### config.mk
export PLATFORM = sky130hd
export DESIGN_NAME = mem_wb_stage
export DESIGN_NICKNAME = d
export VERILOG_FILES = /design/src/rtl/mips_pkg.sv /design/src/rtl/mem_handshake_fsm.sv /design/src/rtl/mem_wb_stage.sv
export SDC_FILE = /design/constraint.sdc
export NUM_CORES = 1
export LEC_CHECK = 0
export ABC_CLOCK_PERIOD_IN_PS = 1300
export BUFFER_PORTS_ARGS = -buffer_cell sky130_fd_sc_hd__buf_2
export CAP_MARGIN = 30
export CORE_ASPECT_RATIO = 0.7
export CORE_MARGIN = 5
export CORE_UTILIZATION = 35
export CTS_CLUSTER_SIZE = 12
export DETAILED_ROUTE_END_ITERATION = 8
export GPL_TIMING_DRIVEN = 0
export PLACE_DENSITY = 0.77
export SYNTH_ARGS = -nofsm -noshare
export SYNTH_HDL_FRONTEND = slang
export SYNTH_SLANG_ARGS = --single-unit
### constraint.sdc
create_clock -name clk -period 1.3 [get_ports clk]
set_input_delay 0.065 -clock clk [delete_from_list [all_inputs] [get_ports clk]]
set_output_delay 0.065 -clock clk [all_outputs]
set_load 0.01 [all_outputs]
### src/rtl/mips_pkg.sv
// mips_pkg: control-bit indices and MEM-stage handshake state encoding.
package mips_pkg;
  localparam int REGWRITE = 1;
  localparam int MEMTOREG = 0;
  localparam int BRANCH   = 2;
  localparam int MEMREAD  = 1;
  localparam int MEMWRITE = 0;
  typedef enum logic [1:0] {IDLE, WAIT, DONE} mem_state_t;
endpackage

### src/rtl/mem_handshake_fsm.sv
// mem_handshake_fsm: data-memory req/ack sequencer with request registers and stall generation.
// MEM_TIMEOUT_EN adds a WAIT-cycle counter that aborts an unanswered request and sets sticky mem_err.
module mem_handshake_fsm
  import mips_pkg::*;
#(
  parameter int TIMEOUT_CYCLES = 16
) (
  input  logic        clk,
  input  logic        reset,
  input  logic        memop,
  input  logic        we_in,
  input  logic [31:0] addr_in,
  input  logic [31:0] wdata_in,
  input  logic        mem_ack,
  input  logic [31:0] mem_rdata,
  output logic        mem_req,
  output logic        mem_we,
  output logic [31:0] mem_addr,
  output logic [31:0] mem_wdata,
  output logic        stall_out,
  output logic        done,
  output logic [31:0] rdata,
  output logic        mem_err
);
  mem_state_t  state_q, state_d;
  logic        req_q, req_d, we_q, we_d;
  logic [31:0] addr_q, addr_d, wdata_q, wdata_d, rdata_q, rdata_d;
`ifdef MEM_TIMEOUT_EN
  localparam int CW = $clog2(TIMEOUT_CYCLES) + 1;
  logic [CW-1:0] cnt_q, cnt_d;
  logic          err_q, err_d;
`else
  localparam int unused_timeout = TIMEOUT_CYCLES;
`endif
  always_comb begin
    state_d = state_q;
    req_d   = req_q;
    we_d    = we_q;
    addr_d  = addr_q;
    wdata_d = wdata_q;
    rdata_d = rdata_q;
`ifdef MEM_TIMEOUT_EN
    cnt_d   = cnt_q;
    err_d   = err_q;
`endif
    case (state_q)
      IDLE: if (memop) begin
        state_d = WAIT;
        req_d   = 1'b1;
        we_d    = we_in;
        addr_d  = addr_in;
        wdata_d = wdata_in;
`ifdef MEM_TIMEOUT_EN
        cnt_d   = '0;
`endif
      end
      WAIT: if (mem_ack) begin
        state_d = DONE;
        req_d   = 1'b0;
        rdata_d = we_q ? '0 : mem_rdata;
      end
`ifdef MEM_TIMEOUT_EN
      else if (cnt_q == CW'(TIMEOUT_CYCLES - 1)) begin
        state_d = DONE;
        req_d   = 1'b0;
        rdata_d = '0;
        err_d   = 1'b1;
      end else cnt_d = cnt_q + CW'(1);
`endif
      default: state_d = IDLE;
    endcase
  end
  always_ff @(posedge clk) begin
    if (!reset) begin
      state_q <= IDLE;
      req_q   <= 1'b0;
      we_q    <= 1'b0;
      addr_q  <= '0;
      wdata_q <= '0;
      rdata_q <= '0;
    end else begin
      state_q <= state_d;
      req_q   <= req_d;
      we_q    <= we_d;
      addr_q  <= addr_d;
      wdata_q <= wdata_d;
      rdata_q <= rdata_d;
    end
  end
`ifdef MEM_TIMEOUT_EN
  always_ff @(posedge clk) begin
    if (!reset) begin
      cnt_q <= '0;
      err_q <= 1'b0;
    end else begin
      cnt_q <= cnt_d;
      err_q <= err_d;
    end
  end
  assign mem_err = err_q;
`else
  assign mem_err = 1'b0;
`endif
  assign stall_out = (state_q == IDLE && memop) || state_q == WAIT;
  assign done      = state_q == DONE;
  assign mem_req   = req_q;
  assign mem_we    = we_q;
  assign mem_addr  = addr_q;
  assign mem_wdata = wdata_q;
  assign rdata     = rdata_q;
endmodule

### src/rtl/mem_wb_stage.sv
// mem_wb_stage: MIPS memory-access stage, branch resolution and MEM/WB pipeline register.
// Optional MEM_TIMEOUT_EN aborts memory requests unanswered for TIMEOUT_CYCLES WAIT cycles.
module mem_wb_stage
  import mips_pkg::*;
#(
  parameter int TIMEOUT_CYCLES = 16
) (
  input  logic        clk,
  input  logic        reset,
  input  logic [1:0]  wb_ctl_in,
  input  logic [2:0]  m_ctl_in,
  input  logic [31:0] add_result_in,
  input  logic        zero_in,
  input  logic [31:0] alu_result_in,
  input  logic [31:0] read_data2_in,
  input  logic [4:0]  mux_out_in,
  output logic        mem_req,
  output logic        mem_we,
  output logic [31:0] mem_addr,
  output logic [31:0] mem_wdata,
  input  logic        mem_ack,
  input  logic [31:0] mem_rdata,
  output logic        stall_out,
  output logic        pc_src,
  output logic [31:0] branch_target,
  output logic [1:0]  wb_ctl_out,
  output logic [31:0] read_data_out,
  output logic [31:0] alu_result_out,
  output logic [4:0]  write_reg_out,
  output logic        mem_err
);
  logic        memop, done;
  logic [31:0] cap_rdata;
  logic [1:0]  wb_q, wb_d;
  logic [31:0] rd_q, rd_d, alu_q, alu_d;
  logic [4:0]  reg_q, reg_d;
  assign memop = m_ctl_in[MEMREAD] | m_ctl_in[MEMWRITE];
  mem_handshake_fsm #(.TIMEOUT_CYCLES(TIMEOUT_CYCLES)) u_fsm (
    .clk       (clk),
    .reset     (reset),
    .memop     (memop),
    .we_in     (m_ctl_in[MEMWRITE]),
    .addr_in   (alu_result_in),
    .wdata_in  (read_data2_in),
    .mem_ack   (mem_ack),
    .mem_rdata (mem_rdata),
    .mem_req   (mem_req),
    .mem_we    (mem_we),
    .mem_addr  (mem_addr),
    .mem_wdata (mem_wdata),
    .stall_out (stall_out),
    .done      (done),
    .rdata     (cap_rdata),
    .mem_err   (mem_err)
  );
  // a stalled cycle writes a bubble: only the write-back control is cleared
  always_comb begin
    wb_d  = stall_out ? 2'b00 : wb_ctl_in;
    rd_d  = stall_out ? rd_q : (done ? cap_rdata : 32'h0);
    alu_d = stall_out ? alu_q : alu_result_in;
    reg_d = stall_out ? reg_q : mux_out_in;
  end
  always_ff @(posedge clk) begin
    if (!reset) begin
      wb_q  <= '0;
      rd_q  <= '0;
      alu_q <= '0;
      reg_q <= '0;
    end else begin
      wb_q  <= wb_d;
      rd_q  <= rd_d;
      alu_q <= alu_d;
      reg_q <= reg_d;
    end
  end
  assign pc_src         = m_ctl_in[BRANCH] & zero_in & ~stall_out;
  assign branch_target  = add_result_in;
  assign wb_ctl_out     = wb_q;
  assign read_data_out  = rd_q;
  assign alu_result_out = alu_q;
  assign write_reg_out  = reg_q;
endmodule

; Yosys cells after proc, flatten, opt, wreduce, memory -nomap -nowiden
; Cells that the tools add are included.
[word_totals]
mem_bits_ro = 0
n_memories = 0
latch_bits = 0
input_bits = 142
register_bits = 171
ram_bits = 0
out_inout_bits = 172
[classes]
mul = 0
n_shift = 0
n_eq_ne = 4
bitwise_logic = 5
mux = 8
div_mod_pow = 0
add_sub_neg = 0
reduce_logical = 9
order_cmp = 0
[op_table]
columns = operator, count
row1 = two-way mux 32 bit, 2
row2 = AND reduction 2 bit, 3
row3 = two-way mux 2 bit, 2
row4 = one-hot mux 2 bit (2 select lines), 1
row5 = AND reduction 3 bit, 1
row6 = bitwise AND 1 bit, 2
row7 = "equality test 2 x 1 -> 1 bit, second input constant", 1
row8 = "equality test 2 bit, second input constant", 1
row9 = logical NOT 2 bit, 1
row10 = two-way mux 1 bit, 2
row11 = "!= test 2 x 1 -> 1 bit, second input constant", 1
row12 = "!= test 2 bit, second input constant", 1
row13 = inverter 1 bit, 2
row14 = one-hot mux 1 bit (2 select lines), 1
row15 = nonzero test 2 bit, 1
row16 = OR reduction 2 bit, 1
row17 = logical AND 1 bit, 1
row18 = logical OR 1 bit, 1
row19 = OR 1 bit, 1

; Depth between registers and ports, before layout
[depth]
depth_word = 5
mapped_depth = 6

; By module
; From an unflattened synthesis, not the netlist that was laid out.
[unflattened]
cells_unflattened = 739
hier_area_um2 = 7114.3
[modules_own_cells]
columns = mod, cells_each, n_inst, area_each_um2
row1 = mem_handshake_fsm, 438, 1, 4101.4
row2 = mem_wb_stage, 301, 1, 3012.9

; Worst setup path before layout
; OpenSTA, ideal clock, no wires.
[synth_path]
path_type = register -> register
startpoint = register u_fsm.state_q[0]
endpoint = register alu_q[10], in the netlist alu_result_out[10]
required_time_ns = 1.228
path_slack_ns = 0.009
path_buffers = 2
arrival_ns = 1.220
stages_incl_launch_ff = 7
synth_period_minus_slack_ns = 1.291
cell_sequence = dfxtp_1 -> nor3_2 -> or2_1 -> inv_2 -> buf_6 -> buf_6 -> mux2i_1
[synth_between]
elab_chain_len = 3
word_cells_on_any_way = 4
classes_between = eq/ne: 1 / reduce/logical: 3
[synth_rtl]
columns = element, line
row1 = start: declaration, mem_handshake_fsm.sv:25  ; mem_state_t state_q, state_d;
row2 = start signal: assignment, mem_handshake_fsm.sv:82  ; state_q <= state_d;
row3 = logical NOT 2 bit, mem_handshake_fsm.sv:104  ; assign stall_out = (state_q == IDLE && memop) || state_q == WAIT;
row4 = logical AND 1 bit, mem_handshake_fsm.sv:104
row5 = logical OR 1 bit *, mem_handshake_fsm.sv:104
row6 = end signal: assignment, mem_wb_stage.sv:72  ; alu_q <= alu_d;
row7 = end: declaration, mem_wb_stage.sv:35  ; logic [31:0] rd_q, rd_d, alu_q, alu_d;
; Mark *: on every way between the ends. The rest lies on a longest branch, timed or not.
; A chain may end at the register's enable or synchronous reset.

; Worst setup path after layout
[layout_path]
startpoint = register u_fsm.state_q[0]
endpoint = output port pc_src
[layout_between]
elab_chain_len = 5
word_cells_on_any_way = 6
classes_between = eq/ne: 1 / bitwise: 2 / reduce/logical: 3
[layout_rtl]
columns = element, line
row1 = logical NOT 2 bit, mem_handshake_fsm.sv:104
row2 = logical AND 1 bit, mem_handshake_fsm.sv:104
row3 = logical OR 1 bit *, mem_handshake_fsm.sv:104
row4 = inverter 1 bit *, mem_wb_stage.sv:76  ; assign pc_src = m_ctl_in[BRANCH] & zero_in & ~stall_out;
row5 = bitwise AND 1 bit *, mem_wb_stage.sv:76
row6 = end: declaration, mem_wb_stage.sv:24  ; output logic pc_src,
; Marked as above.

==> out/results.ini <==
[run_status]
outcome = finished, violations left
violations = setup timing

[critical_path]
arrival_ps = 1410
critPathCaptureType = output port
critical_path_peak_fanout = 4
path_cells = nor3_4 > or2_4 > and3_1 > buf_2
crit_type = flop to output port
path_buf_inv = 1
critPathRequiredTime_ps = 1240
crit_slowest_cell = dfxtp_4
startpoint_type = flop
crit_family = simple AND/OR/NAND/NOR gates
critPathMaxStageDelay_ps = 380

[global_route]
grt_pass1_vias = 6866
grt_usage = 0.215
grt_pass1_wl_um = 37900
grt_max_degree = 17
antenna_found_initial = 1
gr-total-overflow = 0

[timing]
grt_setup_unrepaired = yes
fin_crit_sh = 1.14
slew_viol_final = 0
relSlewSlack = 0.484
final.setup.tns_ps = -12390
skew_ps = 8.97
post-route-min-period_ps = 1480
tightest_slew_ps = 773
max_freq_mhz = 676
final_hold_viol_count = 0
finalSetupViolCount = 142
setup_slack_ps = -179

[die]
core-area_sq_mm = 0.0182
fp.dieW_um = 174
io_pins = 314
dieArea_sq_mm = 0.0216
rows = 41
start_util = 0.360
die_h_um = 125

[synthesis]
ys_ff_latch = 171
synthCells = 679
syn_nets = 821
netlist_area_sq_mm = 0.00656
synth_warnings = 0
synth_top_area_share = 0.522
synth_top_area_cell = dfxtp_1
synth_area_leaders = dfxtp_1 (52%), a22o_1 (7.3%), a21boi_0 (6.8%), mux2i_1 (5.6%), o21ai_0 (5.0%)
ys_seq_area_frac = 0.522
syn-mean-instance-area_sq_um = 9.66
ys_types = 30

[cells_and_area]
final_layout_size_suffix_gt1_frac = 0.454
antenna-diode-count = 0
final_cell_mix = buf_2 (282), dfxtp_1 (169), dlygate4sd3_1 (105)
synthToLayoutAreaGrowth_pct = 71.1
fill_cells = 1434
nets = 1263
layout_commonest_cell = buf_2

[route]
drt_iter0_drc = 461
wl_um = 26000
wl_per_cell_um = 19.0
wl_met2_um = 12500
vias = 6906
top_layer_used = met5
wl_met1_um = 10900
routed_via_density = 5.04
ant_nets = 0
firstDrtPassIters = 5
wl_met3_um = 2200
drc_errors = 0

[clock_network]
clk_latency_ps = 430
htree_levels = 4
cts_tree = built
cts_root_buf = clkbuf_16
path_clk_slew_ps = 70
cts.sinks = 171
cts_max_path_buffers = 2
cts_buffers = 17

[pwr]
power_mw = 13.5
p_leak_nw = 5.26
ir_drop_mv = 1.00
powerDensity_mw_per_mm2 = 1210

[run]
drv_cap = 0

[placed_design]
gp_congestion = 0.827
dp_hpwl_um = 15900
port_buffers = 280

[min_path]
hp-class = input pin to flop

==> repair_timing <==
action                                  CTS  global route
cloned                                    4            15
gates resized for setup                 162           171
buffers inserted                          8            16
endpoints found under the hold margin   137             0
pin swaps                                33            49
hold buffers                            105             0
endpoints found under the setup margin  165           167
==> cell type report <==
type	instances	area (sq um)	area share
buffer	91	777	0.0693
clock inverter	12	114	0.0102
inverter	2	10.0	0.000892
timing repair buffer	427	3110	0.277
tap	236	295	0.0263
clock buffer	19	433	0.0386
multi-input combinational	411	3050	0.272
sequential	171	3430	0.306
==> metrics by stage <==
stage / util / worst slack [ps] / instance area (sq um) / hold slack [ps] / instances
2_1_floorplan: - / 8.72 / 6560 / 198 / 679
3_5_place_dp: 0.453 / -505 / 8250 / 288 / 1195
5_1_grt: 0.616 / -250 / 11200 / 72.8 / 1369
6_report: 0.616 / -179 / 11200 / 55.7 / 1369
3_3_place_gp: 0.453 / -537 / 8250 / 284 / 1195
4_1_cts: 0.566 / -201 / 10300 / 40.1 / 1340
==> routing by layer <==
| metal | track usage | vias to the layer above |
|---|---|---|
| met1 | 0.268 | 3281 |
| met4 | 0.0544 | 2 |
| met2 | 0.357 | 326 |
| met3 | 0.0762 | 40 |
| met5 | 0 | - |
| li1 | - | 3257 |
==> tightest hold or removal path, delay by kind of cell <==
kind / cells / cell delay [ps]
compound gates: 2 / 150
buf+inv: 2 / 210
==> cell usage after synthesis <==
cell type / instances
nand3b_1: 10
clkbuf_1: 40
nand3_1: 64
inv_2: 1
buf_6: 3
or2_2: 2
dfxtp_1: 171
a21oi_1: 1
nor2_2: 1
buf_4: 34
nor2_1: 1
or2_1: 1
nand2_1: 84
and3_1: 3
nor3b_1: 1
nor2b_1: 2
conb_1: 1
buf_2: 18
o21ai_0: 65
inv_1: 1
a21boi_1: 15
a21boi_0: 59
buf_1: 1
a22oi_1: 1
and3b_1: 2
mux2i_1: 37
and2_1: 2
nor3b_2: 2
nor3_2: 1
a22o_1: 55
==> kinds of logic after synthesis <==
kind of cell | after synthesis | share of synthesized area
AND/OR/NAND/NOR | 176 | 0.129
AO/OA/AOI/OAI | 196 | 0.210
other | 1 | 0.000572
multiplexers | 37 | 0.0565
buffers and inverters | 98 | 0.0824
flip-flops | 171 | 0.522
==> worst paths after layout <==
path                       from             endpoint  slack, ps  cells past startpoint
max            u_fsm.state_q[0]               pc_src       -180                      4
min                 m_ctl_in[1]         u_fsm.mem_we         60                      4
max reg2reg    u_fsm.state_q[0]  u_fsm.mem_wdata[30]       -160                      6
min reg2reg  alu_result_out[13]   alu_result_out[13]        450                      2
==> power by group <==
part	internal (mW)	switching, mW	total, mW
Combinational	1.56	1.40	2.96
Clock	2.65	2.21	4.86
Sequential	5.54	0.191	5.73
Total	9.74	3.80	13.5
==> registers in the layout (all words and copies together), names as in the netlist <==
signal and cells:
alu_result_out 32, read_data_out 32, u_fsm.mem_addr 32, u_fsm.mem_req 1
u_fsm.mem_wdata 32, u_fsm.mem_we 1, u_fsm.rdata 32, u_fsm.state_q 2
wb_ctl_out 2, write_reg_out 5
No activity file was read; power rests on OpenSTA's default activity.
